[config.mk]
export PLATFORM = sky130hd
export DESIGN_NAME = approx_adder_pipe_flat
export DESIGN_NICKNAME = d
export VERILOG_FILES = /design/src/rtl/approx_adder_pipe_pkg.sv /design/src/rtl/approx_adder_pipe_if.sv /design/src/rtl/approx_adder_pipe_seg_add.sv /design/src/rtl/approx_adder_pipe.sv /design/src/flat_wrapper.sv
export SDC_FILE = /design/constraint.sdc
export NUM_CORES = 1
export LEC_CHECK = 0
export ABC_CLOCK_PERIOD_IN_PS = 3250
export CORE_ASPECT_RATIO = 1.25
export CORE_MARGIN = 2
export CORE_UTILIZATION = 45
export CTS_BUF_LIST = sky130_fd_sc_hd__clkbuf_8
export CTS_CLUSTER_DIAMETER = 200
export DETAILED_ROUTE_END_ITERATION = 10
export GPL_TIMING_DRIVEN = 0
export HOLD_SLACK_MARGIN = 0.02
export PLACE_DENSITY = 0.77
export SLEW_MARGIN = 40
export SYNTH_ARGS = -nofsm -noshare
export SYNTH_HDL_FRONTEND = slang
export SYNTH_SLANG_ARGS = --single-unit
[constraint.sdc]
create_clock -name clk -period 3.25 [get_ports clk]
set_input_delay 0.4875 -clock clk [delete_from_list [all_inputs] [get_ports clk]]
set_output_delay 0.4875 -clock clk [all_outputs]
set_load 0.005 [all_outputs]
[src/rtl/approx_adder_pipe_pkg.sv]
// Shared types and helpers for the segmented approximate adder pipeline.
package approx_pkg;

    localparam int ERR_W = 32;

    // Level tags travel down the pipe in a fixed-width field; LW must not exceed this.
    localparam int LVL_W = 8;

    function automatic int lw_of(input int width);
        return $clog2(width + 1);
    endfunction

    // Per-stage control payload; the partial sum rides in the shifting a/sum vector.
    typedef struct packed {
        logic             valid;
        logic             carry;
        logic [LVL_W-1:0] level;
    } stage_ctl_t;

endpackage

[src/rtl/approx_adder_pipe_if.sv]
// Operand/result handshake bundle for approx_adder_pipe.
interface approx_adder_pipe_if #(
    parameter int WIDTH = 16,
    parameter int LW    = approx_pkg::lw_of(16)
);

    logic             cfg_we;
    logic [LW-1:0]    cfg_lsbs;
    logic             in_valid;
    logic             in_ready;
    logic [WIDTH-1:0] in_a;
    logic [WIDTH-1:0] in_b;
    logic             in_cin;
    logic             out_valid;
    logic             out_ready;
    logic [WIDTH-1:0] out_sum;
    logic             out_cout;

    modport master (
        output cfg_we, cfg_lsbs, in_valid, in_a, in_b, in_cin, out_ready,
        input  in_ready, out_valid, out_sum, out_cout
    );

    modport slave (
        input  cfg_we, cfg_lsbs, in_valid, in_a, in_b, in_cin, out_ready,
        output in_ready, out_valid, out_sum, out_cout
    );

endinterface

[src/rtl/approx_adder_pipe_seg_add.sv]
// One SEG_W-bit slice: lower-part OR below the level, exact ripple at and above it.
module approx_seg_add
    import approx_pkg::*;
#(
    parameter int SEG_W = 4
) (
    input  logic [LVL_W-1:0] i_base,
    input  logic [SEG_W-1:0] i_a,
    input  logic [SEG_W-1:0] i_b,
    input  logic             i_cin,
    input  logic [LVL_W-1:0] i_level,
    output logic [SEG_W-1:0] o_sum,
    output logic             o_cout
);

    // The carry out of an OR bit is a&b, so bit L naturally sees a[L-1]&b[L-1].
    always_comb begin
        logic c;
        c     = i_cin;
        o_sum = '0;
        for (int j = 0; j < SEG_W; j++) begin
            if (int'(i_base) + j < int'(i_level)) begin
                o_sum[j] = i_a[j] | i_b[j];
                c        = i_a[j] & i_b[j];
            end else begin
                o_sum[j] = i_a[j] ^ i_b[j] ^ c;
                c        = (i_a[j] & i_b[j]) | (c & (i_a[j] ^ i_b[j]));
            end
        end
        o_cout = c;
    end

endmodule

[src/rtl/approx_adder_pipe.sv]
// Pipelined approximate adder, one SEG_W slice per stage, valid/ready flow control.
// Define APPROX_ADDER_ERR_MON_EN to add the shadow exact sum and error counters.
module approx_adder_pipe
    import approx_pkg::*;
#(
    parameter int WIDTH = 16,
    parameter int SEG_W = 4,
    parameter int LW    = lw_of(WIDTH)
) (
    input  logic             clk,
    input  logic             rst_n,
`ifdef APPROX_ADDER_ERR_MON_EN
    input  logic             err_clr,
    output logic [ERR_W-1:0] err_count,
    output logic [ERR_W-1:0] err_abs_sum,
`endif
    approx_adder_pipe_if.slave bus
);

    localparam int NSEG = WIDTH / SEG_W;

    // Offset of stage k's leftover-B storage inside the flat delay vector.
    function automatic int bOff(input int k);
        int s;
        s = 0;
        for (int j = 0; j < k; j++) s += WIDTH - (j + 1) * SEG_W;
        return s;
    endfunction

    localparam int BTOT = bOff(NSEG - 1);

    logic [LW-1:0]    r_level;
    logic             w_stall;
    logic             w_accept;
    logic [WIDTH-1:0] r_as  [NSEG];
    stage_ctl_t       r_ctl [NSEG];
    logic [BTOT-1:0]  r_bPipe;

    assign w_stall      = r_ctl[NSEG-1].valid && !bus.out_ready;
    assign bus.in_ready = !w_stall;
    assign w_accept     = bus.in_valid && !w_stall;

    assign bus.out_valid = r_ctl[NSEG-1].valid;
    assign bus.out_sum   = r_as[NSEG-1];
    assign bus.out_cout  = r_ctl[NSEG-1].carry;

    always_ff @(posedge clk or negedge rst_n) begin
        if (!rst_n)
            r_level <= '0;
        else if (bus.cfg_we)
            r_level <= (int'(bus.cfg_lsbs) > WIDTH) ? LW'(WIDTH) : bus.cfg_lsbs;
    end

    for (genvar k = 0; k < NSEG; k++) begin : g_stage
        localparam int REM = WIDTH - k * SEG_W;

        logic [WIDTH-1:0] w_asIn;
        logic [REM-1:0]   w_bIn;
        stage_ctl_t       w_ctlIn;
        logic [SEG_W-1:0] w_segSum;
        logic             w_segCout;

        if (k == 0) begin : g_src
            assign w_asIn  = bus.in_a;
            assign w_bIn   = bus.in_b;
            assign w_ctlIn = '{valid: w_accept, carry: bus.in_cin, level: LVL_W'(r_level)};
        end else begin : g_src
            assign w_asIn  = r_as[k-1];
            assign w_bIn   = r_bPipe[bOff(k-1) +: REM];
            assign w_ctlIn = r_ctl[k-1];
        end

        approx_seg_add #(.SEG_W(SEG_W)) u_seg (
            .i_base  (LVL_W'(k * SEG_W)),
            .i_a     (w_asIn[SEG_W-1:0]),
            .i_b     (w_bIn[SEG_W-1:0]),
            .i_cin   (w_ctlIn.carry),
            .i_level (w_ctlIn.level),
            .o_sum   (w_segSum),
            .o_cout  (w_segCout)
        );

        // A consumes from the bottom while the sum fills from the top, so the vector
        // holds the finished sum after the last stage.
        always_ff @(posedge clk or negedge rst_n) begin
            if (!rst_n) begin
                r_ctl[k] <= '0;
                r_as[k]  <= '0;
            end else if (!w_stall) begin
                r_ctl[k].valid <= w_ctlIn.valid;
                if (w_ctlIn.valid) begin
                    r_ctl[k].carry <= w_segCout;
                    r_ctl[k].level <= w_ctlIn.level;
                    r_as[k]        <= (w_asIn >> SEG_W) | (WIDTH'(w_segSum) << (WIDTH - SEG_W));
                end
            end
        end

        if (k < NSEG - 1) begin : g_fwd
            always_ff @(posedge clk or negedge rst_n) begin
                if (!rst_n)
                    r_bPipe[bOff(k) +: REM-SEG_W] <= '0;
                else if (!w_stall && w_ctlIn.valid)
                    r_bPipe[bOff(k) +: REM-SEG_W] <= w_bIn[REM-1:SEG_W];
            end
        end
    end

`ifdef APPROX_ADDER_ERR_MON_EN
    localparam int SW = ((WIDTH + 1 > ERR_W) ? WIDTH + 1 : ERR_W) + 1;

    logic [WIDTH:0]   r_exact [NSEG];
    logic [WIDTH:0]   w_approx;
    logic [WIDTH:0]   w_absErr;
    logic [SW-1:0]    w_sumWide;
    logic [ERR_W-1:0] r_errCount;
    logic [ERR_W-1:0] r_errAbsSum;

    always_ff @(posedge clk or negedge rst_n) begin
        if (!rst_n) begin
            for (int i = 0; i < NSEG; i++) r_exact[i] <= '0;
        end else if (!w_stall) begin
            if (w_accept)
                r_exact[0] <= {1'b0, bus.in_a} + {1'b0, bus.in_b} + (WIDTH+1)'(bus.in_cin);
            for (int i = 1; i < NSEG; i++)
                if (r_ctl[i-1].valid) r_exact[i] <= r_exact[i-1];
        end
    end

    assign w_approx  = {bus.out_cout, bus.out_sum};
    assign w_absErr  = (r_exact[NSEG-1] >= w_approx) ? r_exact[NSEG-1] - w_approx
                                                     : w_approx - r_exact[NSEG-1];
    assign w_sumWide = SW'(r_errAbsSum) + SW'(w_absErr);

    // Clear takes priority over a coincident output handshake.
    always_ff @(posedge clk or negedge rst_n) begin
        if (!rst_n) begin
            r_errCount  <= '0;
            r_errAbsSum <= '0;
        end else if (err_clr) begin
            r_errCount  <= '0;
            r_errAbsSum <= '0;
        end else if (bus.out_valid && bus.out_ready) begin
            if (w_absErr != '0 && r_errCount != '1)
                r_errCount <= r_errCount + ERR_W'(1);
            r_errAbsSum <= (w_sumWide > SW'({ERR_W{1'b1}})) ? '1 : ERR_W'(w_sumWide);
        end
    end

    assign err_count   = r_errCount;
    assign err_abs_sum = r_errAbsSum;
`endif

endmodule

[src/flat_wrapper.sv]
// flat-port wrapper written by rule: the top's interface ports become plain ports
module approx_adder_pipe_flat import approx_pkg::*;
#(
    parameter int WIDTH = 16,
    parameter int SEG_W = 4,
    parameter int LW    = lw_of(WIDTH)
)
  (clk, rst_n, bus_cfg_we, bus_cfg_lsbs, bus_in_valid, bus_in_a, bus_in_b, bus_in_cin, bus_out_ready, bus_in_ready, bus_out_valid, bus_out_sum, bus_out_cout);
  approx_adder_pipe_if #(.WIDTH(WIDTH), .LW(LW)) bus_i ();
  input  logic clk;
  input  logic rst_n;
  input wire logic [$bits(bus_i.cfg_we)-1:0] bus_cfg_we;
  input wire logic [$bits(bus_i.cfg_lsbs)-1:0] bus_cfg_lsbs;
  input wire logic [$bits(bus_i.in_valid)-1:0] bus_in_valid;
  input wire logic [$bits(bus_i.in_a)-1:0] bus_in_a;
  input wire logic [$bits(bus_i.in_b)-1:0] bus_in_b;
  input wire logic [$bits(bus_i.in_cin)-1:0] bus_in_cin;
  input wire logic [$bits(bus_i.out_ready)-1:0] bus_out_ready;
  output wire logic [$bits(bus_i.in_ready)-1:0] bus_in_ready;
  output wire logic [$bits(bus_i.out_valid)-1:0] bus_out_valid;
  output wire logic [$bits(bus_i.out_sum)-1:0] bus_out_sum;
  output wire logic [$bits(bus_i.out_cout)-1:0] bus_out_cout;
  assign bus_i.cfg_we = bus_cfg_we;
  assign bus_i.cfg_lsbs = bus_cfg_lsbs;
  assign bus_i.in_valid = bus_in_valid;
  assign bus_i.in_a = bus_in_a;
  assign bus_i.in_b = bus_in_b;
  assign bus_i.in_cin = bus_in_cin;
  assign bus_i.out_ready = bus_out_ready;
  assign bus_in_ready = bus_i.in_ready;
  assign bus_out_valid = bus_i.out_valid;
  assign bus_out_sum = bus_i.out_sum;
  assign bus_out_cout = bus_i.out_cout;
  approx_adder_pipe #(.WIDTH(WIDTH), .SEG_W(SEG_W), .LW(LW)) u_core (.clk(clk), .rst_n(rst_n), .bus(bus_i));
endmodule
==> Yosys cells after proc, flatten, opt, wreduce, memory -nomap -nowiden <==
Index checks and enable logic that the tools add are counted.
{ "word_totals": {"register_bits": 116, "output_inout_bits": 19, "elab_cells": 181} }
{ "op_classes": {"order_cmp": 17, "n_mux": 33, "bitwise_logic": 101, "n_reduce_logical": 11} }
{ "op_table": {"columns": ["cell", "count"], "rows": [
  ["12-bit by 16-bit bitwise OR with 16-bit output", 4],
  ["4-bit by 5-bit < comparator with 1-bit output (first input constant)", 8],
  ["1-bit AND", 32],
  ["1-bit 2-to-1 mux", 32],
  ["1-bit bitwise OR", 32],
  ["1-bit XOR", 32],
  ["3-bit by 5-bit < comparator with 1-bit output (first input constant)", 4],
  ["1-bit by 5-bit < comparator with 1-bit output (first input constant)", 2],
  ["2-bit by 5-bit < comparator with 1-bit output (first input constant)", 2],
  ["2-bit AND reduction", 4],
  ["5-bit > comparator (second input constant)", 1],
  ["1-bit logical AND", 5],
  ["5-bit 2-to-1 mux", 1],
  ["1-bit logical NOT", 2],
  ["1-bit NOT", 1]
]} }

==> Longest topological paths before layout <==
{ "depth": {"depth_word": 13, "depth_mapped": 12, "mapped_depth_nobuf": 11} }

==> Hierarchy <==
From an unflattened synthesis, not the netlist that was laid out.
{ "unflattened": {"cells_unflattened": 906, "hier_area_um2": 9992.1} }
{ "modules_own_cells": {"columns": ["module", "instances", "cells_per_inst", "area_per_inst_um2", "seq_area_each_um2"], "rows": [
  ["approx_adder_pipe", 1, 261, 4813.4, 2902.8],
  ["approx_seg_add at u_core.g_stage[2].u_seg", 1, 162, 1318.8, 0.0],
  ["approx_seg_add at u_core.g_stage[0].u_seg", 1, 161, 1313.8, 0.0],
  ["approx_seg_add at u_core.g_stage[3].u_seg", 1, 161, 1273.7, 0.0],
  ["approx_seg_add at u_core.g_stage[1].u_seg", 1, 161, 1272.5, 0.0]
]} }

==> Worst setup path after synthesis <==
No wires, ideal clock.
{ "synth_path": {"kind": "register to register", "start": "register u_core.r_level[4]", "end": "register u_core.r_as (netlist bit u_core.g_stage[1].w_asIn[15])", "arrival_ps": 2988, "required_time_ps": 3186, "path_slack_ps": 198, "path_stages_with_launch": 13, "path_cell_list": "dfrtp_1 > or4_1 > buf_2 > nor2_1 > mux2_1 > fa_1 > mux2i_1 > fa_1 > nand2_1 > o21ai_0 > fa_1 > mux2i_1 > mux2_2"} }
{ "synth_between": {"elab_chain_len": 11, "elab_cells_between_ends": 14} }
{ "synth_lines": {"columns": ["element", "line_no", "text"], "rows": [
  ["start: declaration", "approx_adder_pipe.sv:32", "logic [LW-1:0] r_level;"],
  ["start signal: assignment", "approx_adder_pipe.sv:51", "r_level <= (int'(bus.cfg_lsbs) > WIDTH) ? LW'(WIDTH) : bus.cfg_lsbs;"],
  ["1-bit by 5-bit < comparator with 1-bit output", "approx_adder_pipe_seg_add.sv:22", "if (int'(i_base) + j < int'(i_level)) begin"],
  ["1-bit 2-to-1 mux", "approx_adder_pipe_seg_add.sv:22", null],
  ["1-bit AND", "approx_adder_pipe_seg_add.sv:27", "c = (i_a[j] & i_b[j]) | (c & (i_a[j] ^ i_b[j]));"],
  ["1-bit bitwise OR", "approx_adder_pipe_seg_add.sv:27", null],
  ["1-bit 2-to-1 mux", "approx_adder_pipe_seg_add.sv:22", null],
  ["1-bit AND", "approx_adder_pipe_seg_add.sv:27", null],
  ["1-bit bitwise OR", "approx_adder_pipe_seg_add.sv:27", null],
  ["1-bit 2-to-1 mux", "approx_adder_pipe_seg_add.sv:22", null],
  ["1-bit XOR", "approx_adder_pipe_seg_add.sv:26", "o_sum[j] = i_a[j] ^ i_b[j] ^ c;"],
  ["1-bit 2-to-1 mux (*)", "approx_adder_pipe_seg_add.sv:22", null],
  ["12-bit by 16-bit bitwise OR with 16-bit output (*)", "approx_adder_pipe.sv:94", "r_as[k] <= (w_asIn >> SEG_W) | (WIDTH'(w_segSum) << (WIDTH - SEG_W));"],
  ["end signal: indexed assignment", "approx_adder_pipe.sv:94", null],
  ["end: declaration", "approx_adder_pipe.sv:35", "logic [WIDTH-1:0] r_as [NSEG];"]
]} }
Mark *: on every way between the ends. The rest lies on a longest branch, timed or not.
A chain may end at the register's enable or synchronous reset.

==> Worst setup path after layout <==
{ "layout_path": {"start": "register u_core.r_level[2]", "end": "register u_core.r_as (netlist bit u_core.g_stage[1].w_asIn[15])"} }
Same word-level chain as after synthesis.

==> results.sh <==
export IMPL_status="completed"
export IMPL_syn_num_nets=539
export IMPL_area_delta_synth_final_pct=23.70
export IMPL_peakVddDrop_mv=0.3276
export IMPL_routed_via_density=5.265
export IMPL_final_nets=623
export IMPL_n_fill_cell=1020
export IMPL_min_period_over_period=0.9439
export IMPL_routabilityCongestion=0.8196
export IMPL_cpPeakStageDelay_ps=560
export IMPL_grt_pass1_wl_um=19140
export IMPL_drv_slew=0
export IMPL_rsz0062_at_grt="true"
export IMPL_antenna_found_initial=0
export IMPL_avgRoutedWirePerCell_um=16.21
export IMPL_arrival_ps=3440
export IMPL_cap_viol_max_count=0
export IMPL_fmax_mhz=326.0
export IMPL_wl_um=11490
export IMPL_period_minus_slack_ps=3068
export IMPL_antenna_cells=0
export IMPL_cts_tree="done"
export IMPL_cellPowerDensity_mw_per_mm2=884.5
export IMPL_num_vias=3733
export IMPL_crit_path_start="u_core.r_level[2]"
export IMPL_core_mm2=0.01216
export IMPL_h_tree_depth=4
export IMPL_drcViolationCount=0
export IMPL_io_pins=62
export IMPL_final_core_util=0.5735
export IMPL_clk_pin_slew_ps=70
export IMPL_fp_row_count=45
export IMPL_grt_max_degree=81
export IMPL_die_y_um=129.1
export IMPL_crit_type="flop to flop"
export IMPL_io_buffers=60
export IMPL_fin_hold_ws_ps=419.8
export IMPL_worstPathCellList="or4_4 -> nor2_4 -> mux2_4 -> fa_2 -> mux2i_4 -> fa_2 -> nand2_2 -> o21ai_2 -> fa_1 -> mux2i_1 -> mux2_4"
export IMPL_die_width_um=104.1
export IMPL_hpwl_um=8308
export IMPL_cts_root_buf="clkbuf_8"
export IMPL_cp_max_fo=2
export IMPL_synth_edf_count=0
export IMPL_clk_latency_ps=440
export IMPL_seqCellArea_mm2=0.002903
export IMPL_first_pass_iters=4
export IMPL_initial_core_util=0.4636
export IMPL_hp_class="input port to flop"
export IMPL_die_area_mm2=0.01345
export IMPL_postRouteAntennaNets=0
export IMPL_min_delay_start="bus_cfg_we"
export IMPL_layout_common_cells="dfrtp_1 (116), mux2_2 (77), clkdlybuf4s50_1 (59)"
export IMPL_overflow=0
export IMPL_slew_headroom=0.5889
export IMPL_ys_seq_elements=116
export IMPL_numClockSinks=116
export IMPL_ys_seq_area_frac=0.5149
export IMPL_grt_pass1_vias=3925
export IMPL_synthFlopType="dfrtp_1"
export IMPL_clock_path_buffers=2
export IMPL_required_ps=3620
export IMPL_final_cells=709
export IMPL_yosys_warnings=0
export IMPL_hold_violations=0
export IMPL_final_common_cell="dfrtp_1"
export IMPL_gr_usage_all_layers=0.1843
export IMPL_drt_initial_drc_count=187
export IMPL_multi_input_area_mm2=0.002536
export IMPL_layout_setup_ws_ps=182.3
export IMPL_setup_violations=0
export IMPL_post_place_ws_ps=-308.9
export IMPL_syn_cell_area_mm2=0.005638
export IMPL_syn_area_per_cell_um2=12.58
export IMPL_finClkSkew_ps=10.33
export IMPL_worstMarginPinSlew_ps=614.3
export IMPL_synthArstFlopShare=1.000
export IMPL_crit_path_top_delay_cell="or4_4"
export IMPL_place_inst=673
export IMPL_drive_gt1_frac=0.2495
export IMPL_ys_types=40
export IMPL_p_total_uw=6169
export IMPL_p_leak_uw=0.003093
export IMPL_cts_buffers=17
export IMPL_synthCells=448
export IMPL_setup_worst_path_start_class="flop"
export IMPL_r2r_start="u_core.r_level[2]"
export IMPL_critical_path_endpoint_type="flop"
-- metrics by stage --
step	instance area [µm²]	setup TNS, ps
floorplan	5638	0
global placement	6444	-298310
detailed placement	6476	-445.7
CTS	6974	0
global route	6974	0
finish	6974	0
-- flip-flops by register name (all words and copies together), names as in the netlist --
name	count
u_core.bus.out_valid	1
u_core.g_stage.w_asIn	48
u_core.r_level	5
u_core.g_stage.w_bIn	24
u_core.g_stage.w_ctlIn	21
u_core.bus.out_cout	1
u_core.bus.out_sum	16
-- area by class of cell --
type                    count  area share
clock inverters            13     0.02278
inverters                  44     0.02368
multi-input cells         271      0.3637
clock buffers              19     0.03750
well taps                 164     0.02942
flip-flops and latches    116      0.4162
repair buffers             66     0.09652
plain buffers              16     0.01023
-- cells in the mapped netlist, types with 2 or more instances --
cell	instances	share of area
dfrtp_1	116	0.51
mux2_2	78	0.16
inv_1	43	0.029
ha_1	32	0.071
o21ai_0	32	0.028
nand3_1	21	0.019
fa_1	16	0.057
mux2i_1	16	0.028
a21oi_1	14	0.012
nand2_1	13	0.0087
buf_2	10	0.0089
nor2_1	8	0.0053
a31oi_1	6	0.0067
clkbuf_1	6	0.0040
nand3b_1	4	0.0053
and2_1	3	0.0033
mux2_1	3	0.0060
a2111oi_0	2	0.0031
a21o_1	2	0.0027
nor3_1	2	0.0018
or2_2	2	0.0022
-- where the power goes --
part	total [µW]	leakage, µW	switching [µW]	internal, µW
Combinational	2290	0.00152	1070	1220
Clock	1370	0.000201	580	794
Sequential	2500	0.00137	457	2050
Total	6170	0.00309	2110	4060
-- worst paths after layout --
check,to,slack (ps),depth (start not counted)
hold / removal,u_core.r_level[1],420,2
min in group asynchronous,u_core.g_stage[1].w_bIn[9],520,2
max in group asynchronous,u_core.g_stage[1].w_asIn[5],2070,3
setup / recovery,u_core.g_stage[1].w_asIn[15],180,11
hold reg to reg,u_core.g_stage[3].w_asIn[6],480,1
setup reg to reg,u_core.g_stage[1].w_asIn[15],180,11
-- worst max-delay path, delay by kind of cell (launching register included) --
kind	cells	cell delay, ps
adder cells (fa/ha/maj)	3	1020
multiplexers	4	800
AND/OR/NAND/NOR	3	710
flip-flops	1	380
AO/OA/AOI/OAI	1	90
-- layer usage --
metal | global-route usage | up-vias | wire length [µm]
met5 | 0 | - | 0
met2 | 0.3406 | 102 | 6324
met3 | 0.04024 | 21 | 496
met1 | 0.2032 | 1891 | 4392
li1 | - | 1719 | -
met4 | 0.08665 | 0 | 278
-- logic make-up (layout without fill, tap and decap cells) --
kind of cell	after synthesis	count (layout)	share of synthesized area
AO/OA/AOI/OAI	68	68	0.07324
buffers and inverters	61	158	0.04283
flip-flops	116	116	0.5149
multiplexers	97	97	0.1902
adder cells (fa/ha/maj)	48	48	0.1278
AND/OR/NAND/NOR	58	58	0.05105
-- timing repair --
item                                    4_1_cts  5_1_grt
gates cloned                                  0        0
hold buffers                                  1        0
endpoints found under the setup margin        2        1
resized for setup                            13        2
pin swaps                                     2        4
endpoints found under the hold margin        36        0
buffers inserted                              4        0
Power figures use the tool's default switching activity.
